--- src/rtl/seq_run_ctrl.sv ---
`default_nettype none
// ============================================================================
// Module   : seq_run_ctrl
// Purpose  : Run controller that walks a state value from a first state to a
//            last state with a programmable dwell, step count, pause and abort.
// Revision : 1.0 - initial release
// ============================================================================
module seq_run_ctrl #(
    parameter int STATE_W = 3,
    parameter int CNT_W   = 8,
    parameter int DWELL_W = 4
) (
    input  logic               clk,
    input  logic               rst,
    input  logic               start,
    input  logic [STATE_W-1:0] cfg_first,
    input  logic [STATE_W-1:0] cfg_last,
    input  logic               cfg_dir,
    input  logic [DWELL_W-1:0] cfg_dwell,
    input  logic [CNT_W-1:0]   cfg_steps,
    input  logic               pause,
    input  logic               abort,
    output logic [STATE_W-1:0] seq_state,
    output logic               seq_valid,
    output logic [CNT_W-1:0]   step_idx,
    output logic               busy,
    output logic               done,
    output logic               aborted
);

    typedef enum logic [1:0] {
        ST_IDLE   = 2'd0,
        ST_RUN    = 2'd1,
        ST_PAUSED = 2'd2
    } fsm_t;

    fsm_t               r_fsm,       w_fsm_nxt;
    logic [STATE_W-1:0] r_first,     w_first_nxt;
    logic [STATE_W-1:0] r_last,      w_last_nxt;
    logic               r_dir,       w_dir_nxt;
    logic [DWELL_W-1:0] r_dwell,     w_dwell_nxt;
    logic [CNT_W-1:0]   r_steps,     w_steps_nxt;
    logic [DWELL_W-1:0] r_dwell_cnt, w_dwell_cnt_nxt;
    logic [STATE_W-1:0] r_seq_state, w_seq_state_nxt;
    logic               r_seq_valid, w_seq_valid_nxt;
    logic [CNT_W-1:0]   r_step_idx,  w_step_idx_nxt;
    logic               r_busy,      w_busy_nxt;
    logic               r_done,      w_done_nxt;
    logic               r_aborted,   w_aborted_nxt;

    logic               w_expire;
    logic               w_last_step;
    logic [STATE_W-1:0] w_adv_state;

    assign w_expire    = (r_dwell_cnt == r_dwell);
    assign w_last_step = (r_steps != '0) && (r_step_idx == (r_steps - CNT_W'(1)));
    // Reaching the last state loops back to first; otherwise step with natural wrap.
    assign w_adv_state = (r_seq_state == r_last) ? r_first :
                         (r_dir ? (r_seq_state - STATE_W'(1)) : (r_seq_state + STATE_W'(1)));

    always_ff @(posedge clk) begin
        if (rst) begin
            r_fsm       <= ST_IDLE;
            r_first     <= '0;
            r_last      <= '0;
            r_dir       <= 1'b0;
            r_dwell     <= '0;
            r_steps     <= '0;
            r_dwell_cnt <= '0;
            r_seq_state <= '0;
            r_seq_valid <= 1'b0;
            r_step_idx  <= '0;
            r_busy      <= 1'b0;
            r_done      <= 1'b0;
            r_aborted   <= 1'b0;
        end else begin
            r_fsm       <= w_fsm_nxt;
            r_first     <= w_first_nxt;
            r_last      <= w_last_nxt;
            r_dir       <= w_dir_nxt;
            r_dwell     <= w_dwell_nxt;
            r_steps     <= w_steps_nxt;
            r_dwell_cnt <= w_dwell_cnt_nxt;
            r_seq_state <= w_seq_state_nxt;
            r_seq_valid <= w_seq_valid_nxt;
            r_step_idx  <= w_step_idx_nxt;
            r_busy      <= w_busy_nxt;
            r_done      <= w_done_nxt;
            r_aborted   <= w_aborted_nxt;
        end
    end

    always_comb begin
        w_fsm_nxt       = r_fsm;
        w_first_nxt     = r_first;
        w_last_nxt      = r_last;
        w_dir_nxt       = r_dir;
        w_dwell_nxt     = r_dwell;
        w_steps_nxt     = r_steps;
        w_dwell_cnt_nxt = r_dwell_cnt;
        w_seq_state_nxt = r_seq_state;
        w_seq_valid_nxt = r_seq_valid;
        w_step_idx_nxt  = r_step_idx;
        w_busy_nxt      = r_busy;
        w_done_nxt      = 1'b0;
        w_aborted_nxt   = 1'b0;

        case (r_fsm)
            ST_IDLE: begin
                w_seq_valid_nxt = 1'b0;
                w_busy_nxt      = 1'b0;
                if (start && !abort) begin
                    w_fsm_nxt       = ST_RUN;
                    w_first_nxt     = cfg_first;
                    w_last_nxt      = cfg_last;
                    w_dir_nxt       = cfg_dir;
                    w_dwell_nxt     = cfg_dwell;
                    w_steps_nxt     = cfg_steps;
                    w_dwell_cnt_nxt = '0;
                    w_seq_state_nxt = cfg_first;
                    w_step_idx_nxt  = '0;
                    w_seq_valid_nxt = 1'b1;
                    w_busy_nxt      = 1'b1;
                end
            end
            ST_RUN: begin
                // Priority: abort, then pause, then dwell expiry.
                if (abort) begin
                    w_fsm_nxt       = ST_IDLE;
                    w_aborted_nxt   = 1'b1;
                    w_busy_nxt      = 1'b0;
                    w_seq_valid_nxt = 1'b0;
                end else if (pause) begin
                    w_fsm_nxt       = ST_PAUSED;
                    w_seq_valid_nxt = 1'b0;
                end else if (w_expire) begin
                    if (w_last_step) begin
                        w_fsm_nxt       = ST_IDLE;
                        w_done_nxt      = 1'b1;
                        w_busy_nxt      = 1'b0;
                        w_seq_valid_nxt = 1'b0;
                    end else begin
                        w_seq_state_nxt = w_adv_state;
                        w_step_idx_nxt  = r_step_idx + CNT_W'(1);
                        w_dwell_cnt_nxt = '0;
                    end
                end else begin
                    w_dwell_cnt_nxt = r_dwell_cnt + DWELL_W'(1);
                end
            end
            ST_PAUSED: begin
                if (abort) begin
                    w_fsm_nxt       = ST_IDLE;
                    w_aborted_nxt   = 1'b1;
                    w_busy_nxt      = 1'b0;
                    w_seq_valid_nxt = 1'b0;
                end else if (!pause) begin
                    w_fsm_nxt       = ST_RUN;
                    w_seq_valid_nxt = 1'b1;
                end
            end
            default: begin
                w_fsm_nxt       = ST_IDLE;
                w_seq_valid_nxt = 1'b0;
                w_busy_nxt      = 1'b0;
            end
        endcase
    end

    assign seq_state = r_seq_state;
    assign seq_valid = r_seq_valid;
    assign step_idx  = r_step_idx;
    assign busy      = r_busy;
    assign done      = r_done;
    assign aborted   = r_aborted;

endmodule
`default_nettype wire

--- config.mk ---
export PLATFORM = sky130hd
export DESIGN_NAME = seq_run_ctrl
export DESIGN_NICKNAME = d
export VERILOG_FILES = /design/src/rtl/seq_run_ctrl.sv
export SDC_FILE = /design/constraint.sdc
export NUM_CORES = 1
export LEC_CHECK = 0
export CAP_MARGIN = 40
export CORE_MARGIN = 3
export CORE_UTILIZATION = 48
export CTS_CLUSTER_DIAMETER = 150
export DETAILED_ROUTE_END_ITERATION = 10
export HOLD_SLACK_MARGIN = 0.12
export PLACE_DENSITY_LB_ADDON = 0.12
export SYNTH_ARGS = -nofsm -noshare
export SYNTH_HDL_FRONTEND = slang
export SYNTH_SLANG_ARGS = --single-unit
--- constraint.sdc ---
create_clock -name clk -period 2.4 [get_ports clk]
set_clock_uncertainty 0.05 [all_clocks]
set_input_delay 0.48 -clock clk [delete_from_list [all_inputs] [get_ports clk]]
set_output_delay 0.48 -clock clk [all_outputs]
set_load 0.02 [all_outputs]
==> flow_metrics.env <==
export IMPL_status="finished with violations"
export IMPL_violations="setup timing"
export IMPL_path_cells="nor4_4, a2111oi_2, a311o_1, o2111a_2, buf_12, or4_1, a21oi_1"
export IMPL_synth_edf_count=0
export IMPL_fillers=349
export IMPL_p_leak_nw=1.20
export IMPL_die_h_um=75.6
export IMPL_drive_gt1_share_pct=23.4
export IMPL_num_rows=24
export IMPL_synth_top_cell_area_share_pct=34.5
export IMPL_ant_nets=0
export IMPL_cp_end_kind="register"
export IMPL_drt_vias_per_instance=5.75
export IMPL_cts_root_buf="clkbuf_8"
export IMPL_htreeDepth=2
export IMPL_p_seq_share_pct=39.0
export IMPL_die_w_um=75.6
export IMPL_multiInputGateArea_um2=1550
export IMPL_power_density_nw_per_um2=607
export IMPL_grt_max_degree=20
export IMPL_ys_ff_latch=40
export IMPL_max_freq_mhz=413
export IMPL_ys_types=49
export IMPL_cp_max_fo=8
export IMPL_relSlewSlack_pct=61.0
export IMPL_hpwl_um=4250
export IMPL_dieArea_um2=5710
export IMPL_syn_cell_area_um2=2320
export IMPL_overflow=0
export IMPL_initial_core_util_pct=51.6
export IMPL_diodes=0
export IMPL_fin_crit_ps=2420
export IMPL_ys_warn_count=0
export IMPL_clk_latency_ps=290
export IMPL_critPathLaunchType="register"
export IMPL_clk_path_buf_depth=2
export IMPL_num_io_pins=39
export IMPL_num_vias=2333
export IMPL_critPathArrivalTime_ps=2590
export IMPL_critical_path_max_stage_delay_ps=470
export IMPL_crit_required_ps=2570
export IMPL_ir_drop_v=0.000440
export IMPL_cp_slowest_cell="or4_1"
export IMPL_hold_viol_final=0
export IMPL_syn_num_nets=320
export IMPL_fin_tns_setup_ps=-48.7
export IMPL_setup_violations=4
export IMPL_netlist_top_cells_area="dfxtp_1 34%, nand2_1 7.9%, a21oi_1 7.3%"
export IMPL_synth_seq_area_share_pct=34.5
export IMPL_internal_power_mw=1.28
export IMPL_hold_class="reg -> reg"
export IMPL_grt_pass1_wl_um=9500
export IMPL_power_mw=1.97
export IMPL_max_cap_violations=0
export IMPL_core_um2=4500
export IMPL_path_class="reg -> reg"
export IMPL_synth_largest_area_cell="dfxtp_1"
export IMPL_worst_pin_slew_ps=584
export IMPL_clk_pin_slew_worst_paths_ps=80
export IMPL_crit_family="compound AO/OA/AOI/OAI gates"
export IMPL_slew_viol_final=0
export IMPL_antenna_found_initial=0
export IMPL_final_seq_area_um2=815
export IMPL_postSynth_asyncResetShare_pct=0
export IMPL_dpl_worst_slack_ps=-94.2
export IMPL_drt_total_wl_um=6150
export IMPL_dr_pass1_iters=5
export IMPL_timing_final_ws_setup_ps=-18.5
export IMPL_rsz0062_at_grt="true"
export IMPL_tritoncts="done"
export IMPL_path_buf_inv=1
export IMPL_grtUsageTotal_pct=21.5
export IMPL_final_cell_mix="49 x nand2_1, 38 x clkdlybuf4s50_1, 33 x dfxtp_1, 33 x buf_4, 29 x a21oi_1"
export IMPL_synthFlopType="dfxtp_1"
export IMPL_synth_avg_cell_area_um2=8.07
export IMPL_area_growth_pct=39.6
export IMPL_hold_ws_ps=418
export IMPL_place_gp_congestion=0.860
export IMPL_drc_errors=0
export IMPL_final_common_cell="nand2_1"
export IMPL_nets=386
export IMPL_placed_cells=395
export IMPL_clock_sinks=40
export IMPL_pwr_share_clk_pct=22.1
export IMPL_synth_cells=288
export IMPL_dr_first_iter_drc_count=243
export IMPL_netSwitchingFraction_pct=34.8
export IMPL_switchingPower_mw=0.686
export IMPL_cts_buffers=5
export IMPL_combPwrFrac_pct=38.9
export IMPL_cts_hold_buf=0
export IMPL_finalCritPeriodShare_pct=101
export IMPL_grt_pass1_vias=2018
export IMPL_avgRoutedWirePerCell_um=15.1
export IMPL_io_buffer_count=38
export IMPL_instances_no_fill=406
## power by group through the flow
stage               Combinational (mW)  Sequential, mW  Clock [mW]
detailed placement               0.696           0.780           0
finish                           0.767           0.768       0.435
floorplan                        0.411           0.798           0
global placement                 0.688           0.779           0
global route                     0.846           0.775       0.472
CTS                              0.709           0.765       0.445
## layer usage
layer / routed length, µm / global-route usage, %
met1: 2810 / 31.1
met2: 2930 / 33.5
met3: 325 / 4.35
met4: 81 / 4.08
met5: 0 / 0
## area by class of cell
class / count / share of cell area (%)
timing repair buffer: 74 / 21.4
clock buffer: 5 / 2.12
clock inverter: 2 / 0.386
tap: 52 / 2.01
inverter: 11 / 1.27
sequential: 40 / 25.1
multi-input combinational: 222 / 47.7
## synth_stat cells (all sizes together) (2+ instances only)
cell	count
nand2	49
dfxtp	40
a21oi	34
clkbuf	13
nor2	12
inv	11
o21ai	11
xnor2	11
o31ai	9
xor2	8
ha	7
nor4	7
or3	7
or4	7
nand2b	6
nand3	6
mux2i	4
nand4	4
nor3b	4
mux2	3
nor3	3
o211a	3
or2	3
a2111oi	2
and2	2
buf	2
nor2b	2
o211ai	2
## state kept, by name (all words and copies together) (netlist names)
register	flops
r_dwell	4
aborted	1
r_last	3
seq_state	3
r_first	3
r_fsm	2
r_dir	1
busy	1
step_idx	8
r_dwell_cnt	4
seq_valid	1
r_steps	8
done	1
## path summary, 6_finish.rpt
| check | from | end | slack (ps) | cells past startpoint |
|---|---|---|---|---|
| max | r_steps[2] | step_idx[2] | -20 | 7 |
| min | r_first[2] | r_first[2] | 420 | 2 |
| max reg2reg | r_steps[2] | step_idx[2] | -20 | 7 |
| min reg2reg | r_first[2] | r_first[2] | 420 | 2 |
## cell families after synthesis
| group | after synthesis | share of synthesized area, % |
|---|---|---|
| buffers and inverters | 26 | 4.85 |
| XOR/XNOR | 19 | 7.16 |
| AO/OA/AOI/OAI | 72 | 19.6 |
| adder cells (fa/ha/maj) | 8 | 4.63 |
| AND/OR/NAND/NOR | 116 | 26.0 |
| multiplexers | 7 | 3.34 |
| flip-flops | 40 | 34.5 |
## metrics by stage
stage	area, µm²	util, %
3_5_place_dp	2950	65.5
5_1_grt	3240	72.0
6_report	3240	72.0
4_1_cts	3050	67.8
2_1_floorplan	2320	-
3_3_place_gp	2950	65.5
## worst register-to-register path, stage by stage (launching register included)
cell and delay, ps:
dfxtp_4 370, nor4_4 370, a2111oi_2 120, a311o_1 360
o2111a_2 310, buf_12 150, or4_1 470, a21oi_1 160
## what timing repair did
| action | in CTS | in global routing |
|---|---|---|
| hold endpoints to repair | 0 | 0 |
| gates resized for setup | 5 | 36 |
| setup buffers | 1 | 2 |
| endpoints found under the setup margin | 9 | 19 |
| pin swaps | 1 | 23 |
| gates cloned | 0 | 1 |
Power figures use the tool's default switching activity.
